**src/rtl/apb2axi_pkg.sv**
```systemverilog
// apb2axi_pkg: shared constants for the APB-to-AXI4 bridge.
//   - FSM state encodings (legacy-compatible localparam constants)
//   - AXI response, burst and size encodings
//   - resp_is_err(): maps an AXI response onto the APB error flag
package apb2axi_pkg;

   localparam logic [2:0] StIdle   = 3'd0;
   localparam logic [2:0] StWrReq  = 3'd1;
   localparam logic [2:0] StRdReq  = 3'd2;
   localparam logic [2:0] StWrResp = 3'd3;
   localparam logic [2:0] StRdResp = 3'd4;
   localparam logic [2:0] StDone   = 3'd5;

   localparam logic [1:0] AXI_RESP_OKAY   = 2'b00;
   localparam logic [1:0] AXI_RESP_EXOKAY = 2'b01;
   localparam logic [1:0] AXI_RESP_SLVERR = 2'b10;
   localparam logic [1:0] AXI_RESP_DECERR = 2'b11;

   localparam logic [1:0] AXI_BURST_INCR = 2'b01;
   localparam logic [2:0] SIZE_4B        = 3'b010;

   // SLVERR and DECERR are errors; OKAY and EXOKAY are not.
   function automatic logic resp_is_err(input logic [1:0] resp);
      return (resp == AXI_RESP_SLVERR) || (resp == AXI_RESP_DECERR);
   endfunction

endpackage

```
**src/rtl/apb2axi_lane.sv**
```systemverilog
// apb2axi_lane: combinational lane steering between the 32-bit APB side and the
// wide AXI data bus.
// Ports:
//   addr_i   AXI request address (lane taken from bits [log2(DW/8)-1:2])
//   wdata_i  32-bit write data, replicated on every lane of wdata_o
//   strb_i   4-bit byte strobe, placed on the addressed lane of wstrb_o
//   rdata_i  AXI read data; rdata_o is the addressed 32-bit lane
module apb2axi_lane #(
   parameter int unsigned ADDR_WIDTH = 32,
   parameter int unsigned DATA_WIDTH = 64
) (
   input  logic [ADDR_WIDTH-1:0]   addr_i,
   input  logic [31:0]             wdata_i,
   input  logic [3:0]              strb_i,
   input  logic [DATA_WIDTH-1:0]   rdata_i,
   output logic [DATA_WIDTH-1:0]   wdata_o,
   output logic [DATA_WIDTH/8-1:0] wstrb_o,
   output logic [31:0]             rdata_o
);

   localparam int unsigned NumLanes = DATA_WIDTH / 32;
   // Keep the lane index at least one bit wide so a 32-bit bus still elaborates.
   localparam int unsigned LaneBits = (NumLanes > 1) ? $clog2(NumLanes) : 1;

   logic [LaneBits-1:0] lane;

   // Only the lane-select bits of the address matter here.
   logic unused_addr;
   assign unused_addr = ^addr_i;

   always_comb begin
      lane = '0;
      if (NumLanes > 1) begin
         lane = addr_i[LaneBits+1:2];
      end
      wdata_o = {NumLanes{wdata_i}};
      wstrb_o = '0;
      wstrb_o[4*lane +: 4] = strb_i;
      rdata_o = rdata_i[32*lane +: 32];
   end

endmodule

```
**src/rtl/apb2axi.sv**
```systemverilog
// apb2axi: APB slave to AXI4 master bridge. Each APB transfer becomes one
// single-beat 32-bit AXI read or write; pready is held low until the AXI
// response returns, and SLVERR/DECERR map onto pslverr.
// Configuration macro: APB2AXI_PSTRB_EN adds the APB4 pstrb_i port; without it
// every write uses byte strobe 4'hF (APB3).
// Ports:
//   clk_i, rstn_i              clock, synchronous active-low reset
//   psel_i .. pwdata_i         APB request, pstrb_i only with APB2AXI_PSTRB_EN
//   pready_o/pslverr_o/prdata_o APB completion
//   aw*/w*/b*                  AXI write address / data / response channels
//   ar*/r*                     AXI read address / data channels
module apb2axi
   import apb2axi_pkg::*;
#(
   parameter int unsigned AXI_ID_WIDTH   = 6,
   parameter int unsigned AXI_ADDR_WIDTH = 32,
   parameter int unsigned AXI_DATA_WIDTH = 64,
   parameter int unsigned APB_ADDR_WIDTH = 12,
   parameter logic [AXI_ID_WIDTH-1:0]   AXI_ID        = '0,
   parameter logic [AXI_ADDR_WIDTH-1:0] AXI_BASE_ADDR = '0
) (
   input  logic                        clk_i,
   input  logic                        rstn_i,
   // APB slave
   input  logic                        psel_i,
   input  logic                        penable_i,
   input  logic                        pwrite_i,
   input  logic [APB_ADDR_WIDTH-1:0]   paddr_i,
   input  logic [31:0]                 pwdata_i,
`ifdef APB2AXI_PSTRB_EN
   input  logic [3:0]                  pstrb_i,
`endif
   output logic                        pready_o,
   output logic                        pslverr_o,
   output logic [31:0]                 prdata_o,
   // AXI write address
   output logic [AXI_ID_WIDTH-1:0]     awid_o,
   output logic [AXI_ADDR_WIDTH-1:0]   awaddr_o,
   output logic [7:0]                  awlen_o,
   output logic [2:0]                  awsize_o,
   output logic [1:0]                  awburst_o,
   output logic                        awvalid_o,
   input  logic                        awready_i,
   // AXI write data
   output logic [AXI_DATA_WIDTH-1:0]   wdata_o,
   output logic [AXI_DATA_WIDTH/8-1:0] wstrb_o,
   output logic                        wlast_o,
   output logic                        wvalid_o,
   input  logic                        wready_i,
   // AXI write response
   input  logic [AXI_ID_WIDTH-1:0]     bid_i,
   input  logic [1:0]                  bresp_i,
   input  logic                        bvalid_i,
   output logic                        bready_o,
   // AXI read address
   output logic [AXI_ID_WIDTH-1:0]     arid_o,
   output logic [AXI_ADDR_WIDTH-1:0]   araddr_o,
   output logic [7:0]                  arlen_o,
   output logic [2:0]                  arsize_o,
   output logic [1:0]                  arburst_o,
   output logic                        arvalid_o,
   input  logic                        arready_i,
   // AXI read data
   input  logic [AXI_ID_WIDTH-1:0]     rid_i,
   input  logic [AXI_DATA_WIDTH-1:0]   rdata_i,
   input  logic [1:0]                  rresp_i,
   input  logic                        rlast_i,
   input  logic                        rvalid_i,
   output logic                        rready_o
);

   logic [2:0]                state_q, state_d;
   logic [AXI_ADDR_WIDTH-1:0] addr_q, addr_d;
   logic [31:0]               pwdata_q, pwdata_d;
   logic [3:0]                strb_q, strb_d;
   logic                      awvalid_q, awvalid_d;
   logic                      wvalid_q, wvalid_d;
   logic                      aw_done_q, aw_done_d;
   logic                      w_done_q, w_done_d;
   logic                      arvalid_q, arvalid_d;
   logic                      bready_q, bready_d;
   logic                      rready_q, rready_d;
   logic                      pready_q, pready_d;
   logic                      pslverr_q, pslverr_d;
   logic [31:0]               prdata_q, prdata_d;

   logic        aw_hs, w_hs;
   logic [3:0]  strb_in;
   logic [31:0] rdata_lane;

   // Single beat only: IDs and RLAST carry no information, low address bits are dropped.
   logic unused_in;
   assign unused_in = ^{bid_i, rid_i, rlast_i, paddr_i[1:0]};

`ifdef APB2AXI_PSTRB_EN
   assign strb_in = pstrb_i;
`else
   assign strb_in = 4'hF;
`endif

   assign aw_hs = awvalid_q & awready_i;
   assign w_hs  = wvalid_q & wready_i;

   apb2axi_lane #(
      .ADDR_WIDTH (AXI_ADDR_WIDTH),
      .DATA_WIDTH (AXI_DATA_WIDTH)
   ) u_lane (
      .addr_i  (addr_q),
      .wdata_i (pwdata_q),
      .strb_i  (strb_q),
      .rdata_i (rdata_i),
      .wdata_o (wdata_o),
      .wstrb_o (wstrb_o),
      .rdata_o (rdata_lane)
   );

   always_comb begin
      state_d   = state_q;
      addr_d    = addr_q;
      pwdata_d  = pwdata_q;
      strb_d    = strb_q;
      awvalid_d = awvalid_q;
      wvalid_d  = wvalid_q;
      aw_done_d = aw_done_q;
      w_done_d  = w_done_q;
      arvalid_d = arvalid_q;
      bready_d  = bready_q;
      rready_d  = rready_q;
      pready_d  = pready_q;
      pslverr_d = pslverr_q;
      prdata_d  = prdata_q;

      case (state_q)
         StIdle: begin
            // Setup phase; the APB access phase is covered by the wait states below.
            if (psel_i && !penable_i) begin
               addr_d   = AXI_BASE_ADDR |
                          AXI_ADDR_WIDTH'({paddr_i[APB_ADDR_WIDTH-1:2], 2'b00});
               pwdata_d = pwdata_i;
               strb_d   = strb_in;
               if (pwrite_i) begin
                  state_d   = StWrReq;
                  awvalid_d = 1'b1;
                  wvalid_d  = 1'b1;
                  aw_done_d = 1'b0;
                  w_done_d  = 1'b0;
               end else begin
                  state_d   = StRdReq;
                  arvalid_d = 1'b1;
               end
            end
         end
         StWrReq: begin
            if (aw_hs) begin
               awvalid_d = 1'b0;
               aw_done_d = 1'b1;
            end
            if (w_hs) begin
               wvalid_d = 1'b0;
               w_done_d = 1'b1;
            end
            // Covers both handshakes landing in the same cycle.
            if ((aw_done_q || aw_hs) && (w_done_q || w_hs)) begin
               state_d  = StWrResp;
               bready_d = 1'b1;
            end
         end
         StWrResp: begin
            if (bvalid_i) begin
               bready_d  = 1'b0;
               pslverr_d = resp_is_err(bresp_i);
               pready_d  = 1'b1;
               state_d   = StDone;
            end
         end
         StRdReq: begin
            if (arready_i) begin
               arvalid_d = 1'b0;
               rready_d  = 1'b1;
               state_d   = StRdResp;
            end
         end
         StRdResp: begin
            if (rvalid_i) begin
               rready_d  = 1'b0;
               prdata_d  = rdata_lane;
               pslverr_d = resp_is_err(rresp_i);
               pready_d  = 1'b1;
               state_d   = StDone;
            end
         end
         StDone: begin
            // pready/pslverr live for exactly this cycle; prdata stays until the next read.
            pready_d  = 1'b0;
            pslverr_d = 1'b0;
            state_d   = StIdle;
         end
         default: begin
            state_d = StIdle;
         end
      endcase
   end

   always_ff @(posedge clk_i) begin
      if (!rstn_i) begin
         state_q   <= StIdle;
         addr_q    <= '0;
         pwdata_q  <= '0;
         strb_q    <= '0;
         awvalid_q <= 1'b0;
         wvalid_q  <= 1'b0;
         aw_done_q <= 1'b0;
         w_done_q  <= 1'b0;
         arvalid_q <= 1'b0;
         bready_q  <= 1'b0;
         rready_q  <= 1'b0;
         pready_q  <= 1'b0;
         pslverr_q <= 1'b0;
         prdata_q  <= '0;
      end else begin
         state_q   <= state_d;
         addr_q    <= addr_d;
         pwdata_q  <= pwdata_d;
         strb_q    <= strb_d;
         awvalid_q <= awvalid_d;
         wvalid_q  <= wvalid_d;
         aw_done_q <= aw_done_d;
         w_done_q  <= w_done_d;
         arvalid_q <= arvalid_d;
         bready_q  <= bready_d;
         rready_q  <= rready_d;
         pready_q  <= pready_d;
         pslverr_q <= pslverr_d;
         prdata_q  <= prdata_d;
      end
   end

   assign pready_o  = pready_q;
   assign pslverr_o = pslverr_q;
   assign prdata_o  = prdata_q;

   assign awid_o    = AXI_ID;
   assign awaddr_o  = addr_q;
   assign awlen_o   = 8'd0;
   assign awsize_o  = SIZE_4B;
   assign awburst_o = AXI_BURST_INCR;
   assign awvalid_o = awvalid_q;
   assign wlast_o   = 1'b1;
   assign wvalid_o  = wvalid_q;
   assign bready_o  = bready_q;

   assign arid_o    = AXI_ID;
   assign araddr_o  = addr_q;
   assign arlen_o   = 8'd0;
   assign arsize_o  = SIZE_4B;
   assign arburst_o = AXI_BURST_INCR;
   assign arvalid_o = arvalid_q;
   assign rready_o  = rready_q;

endmodule

```
**config.mk**
```make
export PLATFORM = sky130hd
export DESIGN_NAME = apb2axi
export DESIGN_NICKNAME = d
export VERILOG_FILES = /design/src/rtl/apb2axi_pkg.sv /design/src/rtl/apb2axi_lane.sv /design/src/rtl/apb2axi.sv
export SDC_FILE = /design/constraint.sdc
export NUM_CORES = 1
export LEC_CHECK = 0
export BUFFER_PORTS_ARGS = -buffer_cell sky130_fd_sc_hd__buf_2
export CORE_AREA = 3 3 133 135
export CTS_BUF_LIST = sky130_fd_sc_hd__clkbuf_2 sky130_fd_sc_hd__clkbuf_4 sky130_fd_sc_hd__clkbuf_8
export DETAILED_ROUTE_END_ITERATION = 6
export DIE_AREA = 0 0 136 138
export GPL_ROUTABILITY_DRIVEN = 0
export PLACE_DENSITY = 0.63
export SLEW_MARGIN = 30
export SYNTH_ARGS = -nofsm -noshare
export SYNTH_HDL_FRONTEND = slang
export SYNTH_SLANG_ARGS = --single-unit
export TNS_END_PERCENT = 10
```
**constraint.sdc**
```tcl
create_clock -name clk_i -period 1.4 [get_ports clk_i]
set_input_delay 0.21 -clock clk_i [delete_from_list [all_inputs] [get_ports clk_i]]
set_output_delay 0.21 -clock clk_i [all_outputs]
set_load 0.1 [all_outputs]
```
### Yosys cells after proc, flatten, opt, wreduce, memory -nomap -nowiden

Cells that the tools add are included.

* eq/ne operators: 18
* reductions and logical operators: 22
* mux-type cells: 35
* shift operators: 3
* bitwise operators: 3
* add/subtract/negate cells: 1

Operator list (count)
* $shiftx A64 B7 Y32: 1
* $neg A3 Y34: 1
* $shift A4 B34 Y8 const A: 1
* $shiftx A4 B34 Y8: 1
* $mux W1: 19
* $ne A2 B2 Y1 const B: 9
* $mux W3: 5
* $pmux W3 S5: 1
* $pmux W1 S2: 7
* $reduce_and A4 Y1: 3
* $reduce_and A3 Y1: 3
* $and A8 B8 Y8: 1
* $eq A2 B2 Y1 const B: 4
* $reduce_bool A2 Y1: 4
* $eq A3 B2 Y1 const B: 2
* $eq A3 B3 Y1 const B: 2
* $pmux W1 S3: 2
* $reduce_and A5 Y1: 1
* $logic_or A1 B1 Y1: 4
* $reduce_and A2 Y1: 2
* $eq A3 B1 Y1 const B: 1
* $logic_not A3 Y1: 1
* $reduce_bool A3 Y1: 1
* $and A1 B1 Y1: 2
* other kinds (3): 4

* word-level logic and storage cells: 96
* input bits: 135
* output and inout bits: 214
* flip-flop bits (word level): 87

### Depth between registers and ports, before layout

Gate-level depths: netlist (run 1).

* depth in word-level cells: 5
* depth in mapped cells: 7
* mapped depth without buffers: 4

### Cells and area by module

A second synthesis (run 1) with hierarchy kept.

* cell total of the unflattened synthesis: 602
* area total of the unflattened synthesis: 4843.4 sq um

By module, submodules not included
* apb2axi: cells an instance 494, instances 1, area each 3903.7 sq um, sequential area each 1741.7 sq um
* apb2axi_lane: cells an instance 108, instances 1, area each 939.7 sq um, sequential area each 0.0 sq um

### Worst setup path after synthesis (run 1)

No wires, ideal clock.

* path type: register to output
* start point: reg addr_q[2], in the netlist araddr_o[2]
* end point: out wstrb_o[1]
* cell stages (with the launch flop): 5
* path buffers: 3
* data required time: 1.190 ns
* data arrival time: 3.126 ns
* path slack: -1.936 ns
* cells stage by stage: dfxtp_1 buf_2 buf_2 nor2b_1 buf_4

* word-level cells in the longest chain between the ends: 3
* elaborated cells on any way between the ends: 4
* classes of those cells: 1 x add/sub; 2 x shift; 1 x bitwise

RTL lines
* start, declared: RTL line apb2axi.sv:73 `logic [AXI_ADDR_WIDTH-1:0] addr_q, addr_d;`
* start signal, assigned: RTL line apb2axi.sv:222 `addr_q <= addr_d;`
* $neg A3 Y34 *: RTL line apb2axi_lane.sv:38 `wstrb_o[4*lane +: 4] = strb_i;`
* $shiftx A4 B34 Y8 or $shift A4 B34 Y8 (tied branches): RTL line apb2axi_lane.sv:38
* $and A8 B8 Y8 (no source line) *
* end, declared: RTL line apb2axi.sv:46 `output logic [AXI_DATA_WIDTH/8-1:0] wstrb_o,`

Every way passes the cells marked *; elsewhere a longest branch is shown, timed or not.

### Worst setup path after layout (run 1)

* start point: reg addr_q[2], in the netlist araddr_o[2]
* end point: out wstrb_o[5]

The elaborated chain is that of the path after synthesis.

==> qor.yml, run 1 <==
period_needed_ns: 1.45
drive_above_1_share_pct: 48.5
ys_warn_count: 0
rsz0062_at_grt: "yes"
drt_iter0_drc: 122
core_area_mm2: 0.0166
hp-class: "in -> reg"
nets: 891
overflow: 0
drc: 0
netSwitchingFraction_pct: 55.8
switching_power_mw: 7.32
worstSetupPathType: "reg -> out"
synthDistinctLibCells: 35
setup_viol: 11
syn-cell-area_mm2: 0.00465
cp_top_family: "flip-flops"
irDropWorstVdd_v: 0.000761
wl_per_cell_um: 14.5
start_util_pct: 28.0
drt_pass1_iterations: 4
slew_violations: 0
clock_latency_ns: 0.36
critPathRequiredTime_ns: 1.19
p_per_area_mw_per_mm2: 1980
p_seq_share_pct: 23.9
die-area_mm2: 0.0188
diodes: 0
crit_path_end_kind: "output port"
finalHoldViolCount: 0
max_stage_delay_ns: 0.44
fin_util_pct: 39.9
pin_count: 349
setup_slack_ns: -0.0494
skew_ns: 0.0152
clk_pin_slew_ns: 0.10
path_cells: "and2_4 > buf_12"
drv_cap: 0
die_y_um: 138
die_w_um: 136
grt_pass1_vias: 3576
cts_tree: "done"
path_max_fanout: 7
grt_use_total_pct: 12.5
fin_crit_sh_pct: 104
cts.htree.levels: 3
cts_sinks: 87
syn_inst: 540
viasPerCell: 4.27
cp_slowest_cell: "dfxtp_4"
p_leak_nw: 2.95
ant_nets: 0
fmaxAchievable_ghz: 0.690
cts.path.max_buffers: 2
p_int_mw: 5.80
io_buffers: 248
grt_max_degree: 66
ctsRootBufferMaster: "clkbuf_8"
violations: "negative setup slack"
status: "finished, violations left"
grt_pass1_wl_um: 18700
post-place-ws_ns: -0.0359
antenna_found_initial: 0
whs_ns: 0.0777
critPathLaunchType: "flop"
via_count: 4184
cts_buffers: 9
num_rows: 47
ys_ff_latch: 87
ys_seq_area_share_pct: 37.5
avgSynthCellArea_um2: 8.60
syn_to_final_growth_pct: 42.3
hpwl_um: 9820
p_clk_share_pct: 15.2
cp.arrival_ns: 1.24
pwr-share-comb_pct: 61.0
path_buf_inv: 1
wl_um: 14300
==> what timing repair did <==
action / 4_1_cts / 5_1_grt
endpoints found under the setup margin: 95 / 141
pin swaps: 5 / 9
resized for setup: 53 / 101
gates cloned: 0 / 7
buffers inserted: 3 / 5
hold buffers: 0 / 0
==> synthesized netlist by cell type <==
library cell,count,area [um2]
buf_4,134,1010
nand2_1,93,349
dfxtp_1,87,1740
a21oi_1,48,240
nor2_1,41,154
mux2i_1,33,330
a211oi_2,20,250
a211oi_1,13,97.6
buf_2,10,50.1
buf_6,9,101
clkbuf_1,9,33.8
o21ai_0,7,35.0
inv_1,5,18.8
nand2b_1,3,18.8
a31oi_1,2,12.5
a32oi_1,2,17.5
and2_1,2,12.5
conb_1,2,7.51
nor3_1,2,10.0
nor3b_2,2,25.0
o211ai_1,2,15.0
a21o_1,1,7.51
and3_1,1,6.26
and3_2,1,7.51
nand3_1,1,5.00
nand3b_1,1,7.51
nand3b_2,1,11.3
nand4_1,1,6.26
nand4b_1,1,8.76
nor2b_1,1,6.26
nor4_4,1,21.3
o21ai_1,1,5.00
o32a_1,1,10.0
o32ai_1,1,8.76
or2b_1,1,7.51
==> flip-flops by register name, indices dropped and copies added (netlist names) <==
signal     count
araddr_o      10
arvalid_o      1
aw_done_q      1
awvalid_o      1
bready_o       1
prdata_o      32
pready_o       1
pslverr_o      1
pwdata_q      32
rready_o       1
state_q        3
strb_q         1
w_done_q       1
wvalid_o       1
==> per-stage QoR <==
| stage | cell area (um2) | total power [mW] | std cells | setup TNS [ns] |
|---|---|---|---|---|
| detailed placement | 5710 | 10.4 | 950 | -0.0794 |
| global route | 6610 | 13.7 | 981 | -2.68 |
| floorplan | 5050 | 9.59 | 621 | -10.96 |
| finish | 6610 | 13.1 | 981 | -0.373 |
| global placement | 5710 | 10.3 | 950 | 0 |
| CTS | 6100 | 12.6 | 969 | -0.861 |
==> power by group through the flow <==
| stage | Combinational [mW] | Clock (mW) | Sequential [mW] |
|---|---|---|---|
| finish | 8.00 | 1.99 | 3.13 |
| global route | 8.29 | 2.19 | 3.18 |
| CTS | 7.39 | 2.09 | 3.10 |
| detailed placement | 7.21 | 0 | 3.15 |
| global placement | 7.18 | 0 | 3.14 |
| floorplan | 4.34 | 0 | 5.26 |
==> cell usage in the layout (no fill, tap or decap), drive strengths merged, types with 2 or more instances in the layout <==
| master | count |
|---|---|
| o21ai | 8 |
| and2 | 2 |
| clkbuf | 68 |
| bufinv | 2 |
| clkinv | 2 |
| and3 | 2 |
| dfxtp | 87 |
| a31oi | 2 |
| a21oi | 48 |
| o211ai | 2 |
| nor3b | 2 |
| clkinvlp | 2 |
| conb | 83 |
| buf | 229 |
| nand3b | 2 |
| nand2 | 93 |
| nand2b | 3 |
| mux2i | 33 |
| a211oi | 33 |
| inv | 4 |
| nor3 | 2 |
| nor2 | 41 |
| a32oi | 2 |
==> worst min-delay path: stages <==
cell,delay [ns]
buf_2,0.10
nand2_2,0.05
a21oi_2,0.04
==> cells by family (layout without fill, tap and decap cells) <==
logic type	after synthesis	after routing	share of synthesized area [%]
AOI/OAI and AO/OA	98	98	15.1
buffers and inverters	167	307	26.0
other	2	83	0.162
muxes	33	33	7.11
and+or+nand+nor	153	153	14.1
DFF	87	87	37.5
==> layout make-up <==
cell class / instances / area, um2
clock buffers: 11 / 139
clock inverters: 5 / 83.8
fillers: 1680 / 9970
inverters: 5 / 20.0
multi-input cells: 367 / 2150
flip-flops and latches: 87 / 1750
well taps: 220 / 275
repair buffers: 286 / 2190
==> final timing paths <==
| path | from | endpoint | slack (ns) | cells past startpoint |
|---|---|---|---|---|
| worst min register to register | pwdata_q[6] | pwdata_q[6] | 0.47 | 2 |
| worst min-delay path | pwdata_i[5] | pwdata_q[5] | 0.08 | 3 |
| worst max register to register | state_q[2] | pslverr_o | -0.02 | 5 |
| worst max-delay path | araddr_o[2] | wstrb_o[5] | -0.05 | 2 |
==> routing by layer <==
metal | GRT usage (%) | up-vias | wire (um)
met3 | 3.92 | 16 | 1150
met1 | 13.7 | 1965 | 5550
met4 | 3.93 | 0 | 205
met5 | 0 | - | 0
li1 | - | 2009 | -
met2 | 22.7 | 194 | 7350
No activity file was read; power rests on OpenSTA's default activity.
==> run 2, diff against run 1 <==
- GPL_TIMING_DRIVEN: unset -> 0
- HOLD_SLACK_MARGIN: unset -> 0.12
==> qor.yml, run 2 (same netlist as run 1, synthesis figures left out) <==
setup_viol: 71
mostFrequentLayoutCells: "buf_4 (189), buf_2 (128), nand2_1 (93)"
grt_max_degree: 16
dpl_cell_area_mm2: 0.00657
post-place-cells: 1089
diodes: 0
cts_buffers: 9
layout_commonest_cell: "buf_4"
wl_um: 16500
ctsRootBufferMaster: "clkbuf_8"
io_buffers: 248
cts_sinks: 87
irDropWorstVdd_v: 0.000744
r2r_cells: 7
setup_slack_ns: -0.296
period_needed_ns: 1.70
clock_latency_ns: 0.37
stdcell_area_mm2: 0.00816
p_per_area_mw_per_mm2: 1650
overflow: 0
rsz0062_at_grt: "yes"
num_rows: 47
finalHoldViolCount: 0
fin_crit_sh_pct: 121
layout.cells.non_filler: 1162
pin_count: 349
skew_ns: 0.0154
drt_iter0_drc: 147
fill_cells: 1585
cts.path.max_buffers: 2
status: "finished, violations left"
hp-class: "in -> reg"
crit_path_end_kind: "output port"
core_area_mm2: 0.0166
grt_pass1_wl_um: 23700
cts.htree.levels: 3
critPathLaunchType: "flop"
grt_use_total_pct: 16.0
viasPerCell: 4.06
cp-endpoint: "wstrb_o[2]"
nets: 1072
path_max_fanout: 4
multi_input_area_mm2: 0.00212
rr_endpoint: "pwdata_q[17]"
critPathLaunch: "araddr_o[2]"
violations: "negative setup slack"
die-area_mm2: 0.0188
grt_pass1_vias: 4439
clk_pin_slew_ns: 0.09
start_util_pct: 28.0
cts_tree: "done"
cp.arrival_ns: 1.49
die_w_um: 136
worstSetupPathType: "reg -> out"
hpwl_um: 11900
critPathRequiredTime_ns: 1.19
fmaxAchievable_ghz: 0.589
drt_pass1_iterations: 4
r2r_start: "state_q[2]"
p_leak_nw: 3.86
die_y_um: 138
syn_to_final_growth_pct: 75.5
timing.slew.headroom_pct: 51.5
via_count: 4720
rrSetupSlack_ns: -0.07
total_power_mw: 13.5
antenna_found_initial: 0
ant_nets: 0
drc: 0
fin_util_pct: 49.2
post-place-ws_ns: -0.510
wl_per_cell_um: 14.2
regArea_mm2: 0.00175
worst_pin_slew_ns: 0.727
drive_above_1_share_pct: 51.4
drv_cap: 0
slew_violations: 0
run 2: how the worst min path moves through the flow:
stage,start,end,slack (ns),cells past startpoint
3_3_place_gp,pwdata_i[27],pwdata_q[27],0.45,3
3_5_place_dp,pwdata_i[12],pwdata_q[12],0.46,3
6_report,awready_i,awvalid_o,0.16,4
4_1_cts,awready_i,aw_done_q,0.12,3
5_1_grt,rstn_i,state_q[1],0.15,3
2_1_floorplan,paddr_i[2],araddr_o[2],0.34,2
run 2: what timing repair did:
| action | in CTS | in global routing |
|---|---|---|
| setup endpoints to repair | 178 | 149 |
| endpoints found under the hold margin | 44 | 0 |
| resized for setup | 155 | 90 |
| hold buffers | 44 | 0 |
| cloned | 0 | 3 |
| pin swaps | 8 | 20 |
| buffers inserted | 7 | 3 |
run 2: through the flow:
stage / hold slack, ns / setup TNS [ns]
finish: 0.157 / -3.81
global route: 0.152 / -11.26
CTS: 0.123 / -4.46
detailed placement: 0.456 / -27.45
global placement: 0.450 / -27.49
floorplan: 0.336 / -10.96
run 2: cell type report:
| cell class | instances | area share, % |
|---|---|---|
| buffer | 162 | 17.1 |
| clock buffer | 11 | 1.86 |
| clock inverter | 5 | 0.491 |
| inverter | 5 | 0.276 |
| multi-input combinational | 367 | 26.0 |
| sequential | 87 | 21.5 |
| tap | 220 | 3.38 |
| timing repair buffer | 305 | 29.4 |
run 2: worst max-delay path: stages (launching register included):
cell and delay [ns]:
dfxtp_4 0.36, buf_12 0.12, buf_12 0.12, nor2b_4 0.23, buf_12 0.14, buf_16 0.16
run 2: power breakdown:
group	switching, mW	internal (mW)
clock	0.970	0.752
sequential	0.302	2.84
combinational	6.21	2.42
total	7.49	6.01
run 2: routing by layer:
metal  vias to the layer above  global-route usage (%)  share of wire, %
met5                         -                       0                 0
met4                         0                    5.25               1.6
met3                        18                    3.78               7.3
met2                       207                    29.8                53
met1                      2108                    17.7                38
li1                       2387                       -                 -
==> run 3, diff against run 2 <==
- CORE_AREA: 3 3 133 135 -> 3 3 135 137
- DIE_AREA: 0 0 136 138 -> 0 0 138 140
- SLEW_MARGIN: 30 -> 20
- SYNTH_HIERARCHICAL: unset -> 1
==> qor.yml, run 3 <==
via_count: 4980
rr_endpoint: "araddr_o[10]"
grt_busiest_layer: "met2"
hpwl_um: 12100
syn-cell-area_mm2: 0.00484
overflow: 0
mostFrequentLayoutCells: "buf_4 (217), nand2_1 (146), buf_2 (132)"
yosysMostFrequentCell: "buf_4"
max_stage_delay_ns: 0.39
dpl_cell_area_mm2: 0.00671
synth_common_cells: "buf_4 (159), nand2_1 (156), dfxtp_1 (87)"
fin_crit_sh_pct: 103
regArea_mm2: 0.00176
yosys.area.top_type_share_pct: 36.0
p_leak_nw: 4.08
cts_tree: "done"
rsz0062_at_grt: "yes"
grt_use_total_pct: 16.5
wl_per_cell_um: 14.1
cts_buffers: 9
timing.slew.headroom_pct: 58.7
cp_slowest_cell: "dfxtp_4"
slew_violations: 0
avgSynthCellArea_um2: 8.05
layout_commonest_cell: "buf_4"
synth-edff-count: 0
nets: 1136
cp-endpoint: "wstrb_o[4]"
worst_pin_slew_ns: 0.620
clock_latency_ns: 0.37
cts_sinks: 87
setup_viol: 32
cts.htree.levels: 3
wl_um: 17300
ys_seq_area_share_pct: 36.0
critPathRequiredTime_ns: 1.19
fmaxAchievable_ghz: 0.693
drt_pass1_iterations: 4
period_needed_ns: 1.44
stdcell_area_mm2: 0.00835
hp-start: "rstn_i"
grt_pass1_vias: 4709
status: "finished, violations left"
ctsRootBufferMaster: "clkbuf_8"
r2r_cells: 7
irDropWorstVdd_v: 0.000910
antenna_found_initial: 0
yosysTopAreaCell: "dfxtp_1"
ys_ff_latch: 87
num_rows: 48
grt_pass1_wl_um: 25700
viasPerCell: 4.05
synth_area_leaders: "dfxtp_1 (36%), buf_4 (25%), nand2_1 (12%)"
critPathLaunch: "araddr_o[2]"
synthDistinctLibCells: 35
cp.arrival_ns: 1.23
cts.path.max_buffers: 2
start_util_pct: 28.2
gr-usage-met2_pct: 30.5
path_cells: "buf_12 > and2_4 > buf_12"
synth_top_family_by_area: "buffers and inverters"
setup_tns_ns: -0.597
multi_input_area_mm2: 0.00219
path_max_fanout: 9
synthXorXnorAreaFrac_pct: 0
gr-usage-met3_pct: 5.57
syn_inst: 602
die_w_um: 138
synthArstFlopShare_pct: 0
finalHoldViolCount: 0
clk_pin_slew_ns: 0.09
synthMuxAreaShare_pct: 8.01
drt_iter0_drc: 146
rrSetupSlack_ns: -0.04
skew_ns: 0.00601
synth_compound_area_share_pct: 10.6
grt_max_degree: 16
p_per_area_mw_per_mm2: 1570
crit_path_end_kind: "output port"
critPathLaunchType: "flop"
die_y_um: 140
grt_use_met1_pct: 18.1
setup_slack_ns: -0.0427
drive_above_1_share_pct: 53.8
fill_cells: 1632
syn_to_final_growth_pct: 72.4
ys_warn_count: 6
drc: 0
diodes: 0
hp-class: "in -> reg"
synthAdderAreaFrac_pct: 0
synth-simple-area-share_pct: 16.7
drv_cap: 0
violations: "negative setup slack"
r2r_start: "state_q[2]"
die-area_mm2: 0.0193
pin_count: 349
core_area_mm2: 0.0172
worstSetupPathType: "reg -> out"
synth_ff_type: "dfxtp_1"
ant_nets: 0
io_buffers: 248
cp_common_cell: "buf_12"
-- run 3: cell count changes in the layout (fill, tap and decap cells not counted), moves of 25 or more --
| cell | previous run | this run |
|---|---|---|
| mux2i_1 | 33 | 2 |
| mux2_2 | 0 | 30 |
| buf_4 | 189 | 217 |
| a21oi_1 | 41 | 67 |
| nor2_1 | 32 | 7 |
| nand2_1 | 93 | 146 |
-- run 3: cell type report --
type	count	area share (%)
buffer	187	17.6
tap	225	3.37
timing repair buffer	308	29.5
multi-input combinational	405	26.2
sequential	87	21.1
clock buffer	10	1.57
clock inverter	6	0.554
inverter	3	0.135
-- run 3: worst min-delay path by stage --
stage / cells past startpoint / endpoint
after floorplan: 2 / araddr_o[2]
final: 3 / state_q[1]
after global routing: 3 / state_q[1]
after global placement: 2 / prdata_o[4]
after detailed placement: 2 / prdata_o[7]
after CTS: 3 / state_q[1]
-- run 3: power by group --
group | switching, mW | total [mW] | leakage [nW] | internal (mW)
combinational | 5.86 | 8.42 | 3.28 | 2.56
sequential | 0.260 | 3.05 | 0.710 | 2.79
clock | 0.978 | 1.65 | 0.0863 | 0.674
total | 7.09 | 13.1 | 4.08 | 6.03
-- run 3: stage by stage --
stage	power, mW	util [%]	hold slack, ns	setup slack [ns]	std cells
CTS	12.6	46.0	0.122	-0.0622	1223
global placement	10.1	39.1	0.438	-0.449	1156
global route	13.7	48.6	0.157	-0.114	1231
finish	13.1	48.6	0.152	-0.0427	1231
floorplan	9.14	-	0.336	-0.183	683
detailed placement	10.1	39.1	0.443	-0.526	1156
-- run 3: critical path: cells and delay by family (launching register included) --
family / cells / cell delay [ns]
simple gates: 1 / 0.16
flops: 1 / 0.39
buf+inv: 2 / 0.31
-- run 3: routing by layer --
| metal | part of all wire, % | wire length, um |
|---|---|---|
| met1 | 39 | 6850 |
| met2 | 51 | 8930 |
| met3 | 7.8 | 1360 |
| met4 | 1.2 | 210 |
| met5 | 0 | 0 |
-- run 3: cells by family (layout without fill, tap and decap cells) --
family                 after synthesis  count (layout)
and+or+nand+nor                    191             191
muxes                               34              34
buffers and inverters              191             514
other                                2              83
AOI/OAI and AO/OA                   97              97
DFF                                 87              87
-- run 3: what timing repair did --
| item | in CTS | in global routing |
|---|---|---|
| setup endpoints to repair | 180 | 140 |
| buffers inserted | 6 | 5 |
| endpoints found under the hold margin | 46 | 0 |
| pin swaps | 1 | 14 |
| hold buffers | 44 | 0 |
| gates cloned | 2 | 3 |
| gates resized for setup | 169 | 114 |
